===== src/rtl/psoc_bus_pkg.sv =====
// Shared bus definitions for the psoc Wishbone fabric: arbiter state encoding,
// grant one-hot constants and the default slave timeout.
package psoc_bus_pkg;

  typedef enum logic [1:0] {
    ST_IDLE  = 2'd0,
    ST_BUSY0 = 2'd1,
    ST_BUSY1 = 2'd2
  } arb_state_e;

  localparam logic [1:0] GRANT_NONE = 2'b00;
  localparam logic [1:0] GRANT_M0   = 2'b01;
  localparam logic [1:0] GRANT_M1   = 2'b10;

  localparam int unsigned TIMEOUT_DEFAULT = 255;

  // Counter width able to hold 0..t; at least one bit.
  function automatic int unsigned wd_width(input int unsigned t);
    return (t < 1) ? 1 : $clog2(t + 1);
  endfunction

endpackage


===== src/rtl/psoc_bus_watchdog.sv =====
// Bus watchdog: counts busy cycles since the last clear and flags the cycle in
// which the TIMEOUT-th busy cycle is reached. TIMEOUT=0 disables it.
module psoc_bus_watchdog
  import psoc_bus_pkg::*;
#(
  parameter int unsigned TIMEOUT = TIMEOUT_DEFAULT
) (
  input  logic clk,
  input  logic rst,
  input  logic clear_i,
  input  logic enable_i,
  output logic expired_o,
  output logic expire_next_o
);

  localparam int unsigned CW = wd_width(TIMEOUT);
  localparam logic [CW-1:0] LAST = (TIMEOUT == 0) ? '0 : CW'(TIMEOUT - 1);
  localparam logic ARMED = (TIMEOUT != 0);

  logic [CW-1:0] cnt_q, cnt_d;

  always_comb begin
    cnt_d = cnt_q;
    if (clear_i)       cnt_d = '0;
    else if (enable_i) cnt_d = cnt_q + CW'(1);
  end

  always_ff @(posedge clk or posedge rst) begin
    if (rst) cnt_q <= '0;
    else     cnt_q <= cnt_d;
  end

  // The count holds the number of earlier busy cycles, so LAST marks the TIMEOUT-th one.
  assign expired_o     = ARMED && (cnt_q == LAST);
  assign expire_next_o = ARMED && (cnt_d == LAST);

endmodule


===== src/rtl/psoc_wb_arbiter.sv =====
// Two-master round-robin Wishbone arbiter in front of the psoc_audio slave,
// with a watchdog that answers a stalled transfer with an error.
module psoc_wb_arbiter
  import psoc_bus_pkg::*;
#(
  parameter int unsigned ADDR_W  = 32,
  parameter int unsigned DATA_W  = 32,
  parameter int unsigned TIMEOUT = TIMEOUT_DEFAULT
) (
  input  logic                clk,
  input  logic                rst,
  input  logic [ADDR_W-1:0]   m0_adr_i,
  input  logic [DATA_W-1:0]   m0_dat_i,
  output logic [DATA_W-1:0]   m0_dat_o,
  input  logic                m0_we_i,
  input  logic [DATA_W/8-1:0] m0_sel_i,
  input  logic                m0_stb_i,
  output logic                m0_ack_o,
  output logic                m0_err_o,
  input  logic [ADDR_W-1:0]   m1_adr_i,
  input  logic [DATA_W-1:0]   m1_dat_i,
  output logic [DATA_W-1:0]   m1_dat_o,
  input  logic                m1_we_i,
  input  logic [DATA_W/8-1:0] m1_sel_i,
  input  logic                m1_stb_i,
  output logic                m1_ack_o,
  output logic                m1_err_o,
  output logic [ADDR_W-1:0]   s_adr_o,
  output logic [DATA_W-1:0]   s_dat_o,
  input  logic [DATA_W-1:0]   s_dat_i,
  output logic                s_we_o,
  output logic [DATA_W/8-1:0] s_sel_o,
  output logic                s_stb_o,
  input  logic                s_ack_i,
  output logic [1:0]          grant_o,
  output logic [7:0]          timeout_cnt_o
);

  arb_state_e state_q, state_d;
  logic       last_q, last_d;   // 0: m0 served last, 1: m1 served last
  logic [1:0] grant_q, grant_d;
  logic       stb_q, stb_d;
  logic [7:0] tcnt_q, tcnt_d;
  logic       busy0, busy1, wd_expired, wd_expire_next, timeout_hit;

  assign busy0       = (state_q == ST_BUSY0);
  assign busy1       = (state_q == ST_BUSY1);
  assign timeout_hit = (busy0 || busy1) && wd_expired && !s_ack_i;

  psoc_bus_watchdog #(.TIMEOUT(TIMEOUT)) u_wd (
    .clk           (clk),
    .rst           (rst),
    .clear_i       (state_q == ST_IDLE),
    .enable_i      (busy0 || busy1),
    .expired_o     (wd_expired),
    .expire_next_o (wd_expire_next)
  );

  always_comb begin
    state_d = state_q;
    last_d  = last_q;
    tcnt_d  = tcnt_q;
    unique case (state_q)
      ST_IDLE: begin
        if (m0_stb_i && m1_stb_i) state_d = last_q ? ST_BUSY0 : ST_BUSY1;
        else if (m0_stb_i)        state_d = ST_BUSY0;
        else if (m1_stb_i)        state_d = ST_BUSY1;
      end
      ST_BUSY0: begin
        if (s_ack_i || wd_expired || !m0_stb_i) begin
          state_d = ST_IDLE;
          last_d  = 1'b0;
        end
      end
      ST_BUSY1: begin
        if (s_ack_i || wd_expired || !m1_stb_i) begin
          state_d = ST_IDLE;
          last_d  = 1'b1;
        end
      end
      default: state_d = ST_IDLE;
    endcase
    if (timeout_hit && (tcnt_q != 8'hFF)) tcnt_d = tcnt_q + 8'd1;
    unique case (state_d)
      ST_BUSY0: grant_d = GRANT_M0;
      ST_BUSY1: grant_d = GRANT_M1;
      default:  grant_d = GRANT_NONE;
    endcase
    // Strobe is withheld in advance for the cycle the watchdog will fire.
    stb_d = (state_d != ST_IDLE) && !wd_expire_next;
  end

  always_ff @(posedge clk or posedge rst) begin
    if (rst) begin
      state_q <= ST_IDLE;
      last_q  <= 1'b1;
      grant_q <= GRANT_NONE;
      stb_q   <= 1'b0;
      tcnt_q  <= 8'd0;
    end else begin
      state_q <= state_d;
      last_q  <= last_d;
      grant_q <= grant_d;
      stb_q   <= stb_d;
      tcnt_q  <= tcnt_d;
    end
  end

  assign s_adr_o       = busy1 ? m1_adr_i : m0_adr_i;
  assign s_dat_o       = busy1 ? m1_dat_i : m0_dat_i;
  assign s_we_o        = busy1 ? m1_we_i  : m0_we_i;
  assign s_sel_o       = busy1 ? m1_sel_i : m0_sel_i;
  assign s_stb_o       = stb_q;
  assign grant_o       = grant_q;
  assign timeout_cnt_o = tcnt_q;

  assign m0_dat_o = s_dat_i;
  assign m1_dat_o = s_dat_i;
  assign m0_ack_o = busy0 && s_ack_i;
  assign m1_ack_o = busy1 && s_ack_i;
  assign m0_err_o = busy0 && wd_expired && !s_ack_i;
  assign m1_err_o = busy1 && wd_expired && !s_ack_i;

endmodule

===== config.mk =====
export PLATFORM = sky130hd
export DESIGN_NAME = psoc_wb_arbiter
export DESIGN_NICKNAME = d
export VERILOG_FILES = /design/src/rtl/psoc_bus_pkg.sv /design/src/rtl/psoc_bus_watchdog.sv /design/src/rtl/psoc_wb_arbiter.sv
export SDC_FILE = /design/constraint.sdc
export NUM_CORES = 1
export LEC_CHECK = 0
export BUFFER_PORTS_ARGS = -buffer_cell sky130_fd_sc_hd__buf_2
export CAP_MARGIN = 20
export CORE_AREA = 2 2 126 128
export DETAILED_ROUTE_END_ITERATION = 7
export DIE_AREA = 0 0 128 130
export SLEW_MARGIN = 20
export SYNTH_ARGS = -nofsm -noshare
export SYNTH_HDL_FRONTEND = slang
export SYNTH_SLANG_ARGS = --single-unit

===== constraint.sdc =====
create_clock -name clk -period 3.2 [get_ports clk]
set_clock_uncertainty 0.2 [all_clocks]
set_input_delay 0.32 -clock clk [delete_from_list [all_inputs] [get_ports clk]]
set_output_delay 0.32 -clock clk [all_outputs]
set_load 0.01 [all_outputs]

==> impl_metrics.csv <==
group,metric,value,unit
final_layout,final_common_cell,"buf_2",
clocking,post_cts_buffers,0,
yosys,synthesis.nets,433,
yosys,syn_area_per_cell,9.88,sq um
final_layout,synthToLayoutAreaGrowth,38.9,%
critical_path,rr_worst_depth,6,
die,io-pin-count,323,
job,drv_cap,0,
power,p_int,0.00119,W
die,fp.dieH,130,um
yosys,syn_area,2480,sq um
critical_path,startpoint,"state_q[0]$_DFF_PP0_",
clocking,cts_hold_buf,0,
yosys,synthFlopType,"dfrtp_1",
critical_path,reg2reg_from,"state_q[1]$_DFF_PP0_",
power,pwr-share-clk,0.133,
critical_path,worst-path-max-fanout,29,
timing,setup_viol,0,
power,p_per_area,588,nW/um^2
route,postRouteAntennaNets,0,
timing,max_slew_margin,0.411,
yosys,yosysSeqAreaShare,0.222,
clocking,cts.htree.levels,1,
status,status,"finished, final reports clean",
route,routed-via-count,2367,
yosys,synthCells,251,
critical_path,crit_required,2.68,ns
clocking,postCtsResizedCells,0,
yosys,synth_seq_cells,22,
power,combPwrFrac,0.690,
placed_design,port-buffer-count,226,
clocking,worstSkewPairLatency,0.25,ns
route,wire_per_inst,16.8,um
global_routing,grt_max_degree,41,
clocking,cts_buffers,3,
final_layout,fill_cells,1733,
timing,period_share,0.779,
power,p_switching,0.000841,W
timing,fin_crit,2.49,ns
timing,rsz0062_at_grt,"false",
die,start_util,0.161,
power,switching_share,0.415,
power,leakagePower,1.81,nW
critical_path,startpoint_type,"flip-flop",
timing,hold-worst-slack,0.0444,ns
clocking,cts.path.max_buffers,2,
critical_path,reg2reg_to,"s_stb_o$_DFF_PP0_",
yosys,synth_async_sr_flop_share,1.00,
die,std_cell_rows,46,
worst_hold_path,hp-class,"input port to async pin",
final_layout,drive_gt1_frac,0.770,
route,drt-total-wl,10100,um
route,drt_iter0_drc,67,
global_routing,grt_pass1_vias,2115,
global_routing,antenna_found_initial,2,
die,core-area,15400,sq um
timing,fmax,401,MHz
placed_design,dp_hpwl,8850,um
final_layout,layout_common_cells,"226 x buf_2, 71 x mux2_2, 21 x dfrtp_1",
placed_design,gp_congestion,0.787,
power,seqPwrFrac,0.177,
die,die_w,128,um
power,ir_drop,301,uV
die,dieArea,16600,sq um
critical_path,r2r_slack,0.79,ns
critical_path,path_class,"flip-flop to output pin",
yosys,synth.distinct_cells,40,
global_routing,grt_first_pass_wirelength,12900,um
route,vias_per_cell,3.93,
clocking,clkTransAtPathRegs,0.06,ns
global_routing,grt-ovfl-total,0,
global_routing,track_usage,0.105,
route,drc,0,
timing,timing.setup.tns,0,ns
critical_path,arrival,1.97,ns
final_layout,nets,591,
critical_path,cp-end-kind,"output pin",
clocking,cts_tree,"done",
timing,drv_slew,0,
clocking,clock_sink_count,22,
yosys,ys_warn_count,0,
timing,hold_viol,0,
timing,worst_slew_pin_slew,0.882,ns
route,detail_route.first_pass.iterations,4,
yosys,synth_enable_flop_cells,0,
clocking,cts-root-buf,"clkbuf_16",
==> logic make-up after synthesis <==
logic type,count (synthesis),synth area share
multiplexers,71,0.322
XOR/XNOR,11,0.0419
adder cells (fa/ha/maj),7,0.0353
flip-flops,22,0.222
AO/OA/AOI/OAI,18,0.0525
buffers and inverters,83,0.226
AND/OR/NAND/NOR,39,0.0999
==> layer usage <==
layer	part of all wire	vias up	wire [um]	track usage
met2	0.46	176	4710	0.170
met3	0.12	2	1200	0.0476
li1	-	1124	-	-
met5	0	-	0	0.00294
met4	0.0019	0	19	0.0136
met1	0.42	1065	4210	0.133
==> state kept, by name, indices dropped and copies added (netlist names) <==
signal / cells
u_wd.cnt_q: 8
state_q: 2
last_q: 1
grant_o: 2
timeout_cnt_o: 8
s_stb_o: 1
==> critical path, stage by stage (launching register included) <==
cell     delay, ns
dfrtp_1       0.42
inv_1         0.14
ha_4          0.21
buf_4         0.36
mux2_2        0.42
buf_2         0.15
==> final cells by class <==
class / count / area (sq um) / area share
Multi-Input combinational cell: 146 / 1380 / 0.401
Timing Repair Buffer: 228 / 1160 / 0.336
Sequential cell: 22 / 552 / 0.160
Tap cell: 192 / 240 / 0.0697
Clock buffer: 4 / 78.8 / 0.0229
Inverter: 8 / 30.0 / 0.00871
Antenna cell: 2 / 5.00 / 0.00145
==> worst max path at each step <==
stage / endpoint / slack, ns / cells after the start
finish: s_adr_o[30] / 0.71 / 5
global route: s_stb_o$_DFF_PP0_ / 0.62 / 6
CTS: s_adr_o[30] / 0.70 / 5
detailed placement: s_stb_o$_DFF_PP0_ / 0.82 / 6
global placement: s_stb_o$_DFF_PP0_ / 0.85 / 6
floorplan: s_adr_o[0] / 1.15 / 5
==> through the flow <==
| stage | worst slack (ns) | total power [W] | cell area [sq um] | util | instances |
|---|---|---|---|---|---|
| final | 0.706 | 0.00203 | 3450 | 0.223 | 602 |
| after detailed placement | 0.822 | 0.00178 | 3360 | 0.218 | 596 |
| after CTS | 0.699 | 0.00205 | 3440 | 0.223 | 600 |
| after global placement | 0.851 | 0.00178 | 3360 | 0.218 | 596 |
| after floorplan | 1.15 | 0.00131 | 2480 | - | 251 |
| after global routing | 0.615 | 0.00217 | 3440 | 0.223 | 600 |
==> synthesized netlist by cell type (all sizes together) (2+ instances only) <==
master / n / area, sq um
xnor2: 5 / 43.8
o21ai: 3 / 15.0
a21oi: 2 / 10.0
mux2: 71 / 800
dfrtp: 21 / 526
clkbuf: 2 / 7.51
buf: 73 / 523
and2: 4 / 27.5
a31oi: 3 / 18.8
nand4: 7 / 58.8
ha: 7 / 87.6
nand3: 2 / 10.0
inv: 8 / 30.0
nand2: 7 / 26.3
nor2: 8 / 30.0
and3: 3 / 22.5
o211a: 2 / 20.0
or3: 2 / 13.8
a22o: 2 / 17.5
xor2: 6 / 60.1
==> power groups by stage <==
stage / Combinational, W / Clock (W) / Sequential [W]
final: 0.00140 / 0.000269 / 0.000359
after global routing: 0.00152 / 0.000283 / 0.000366
after CTS: 0.00142 / 0.000273 / 0.000360
after detailed placement: 0.00141 / 0 / 0.000365
after global placement: 0.00141 / 0 / 0.000365
after floorplan: 0.000943 / 0 / 0.000365
Power figures use the tool's default switching activity.
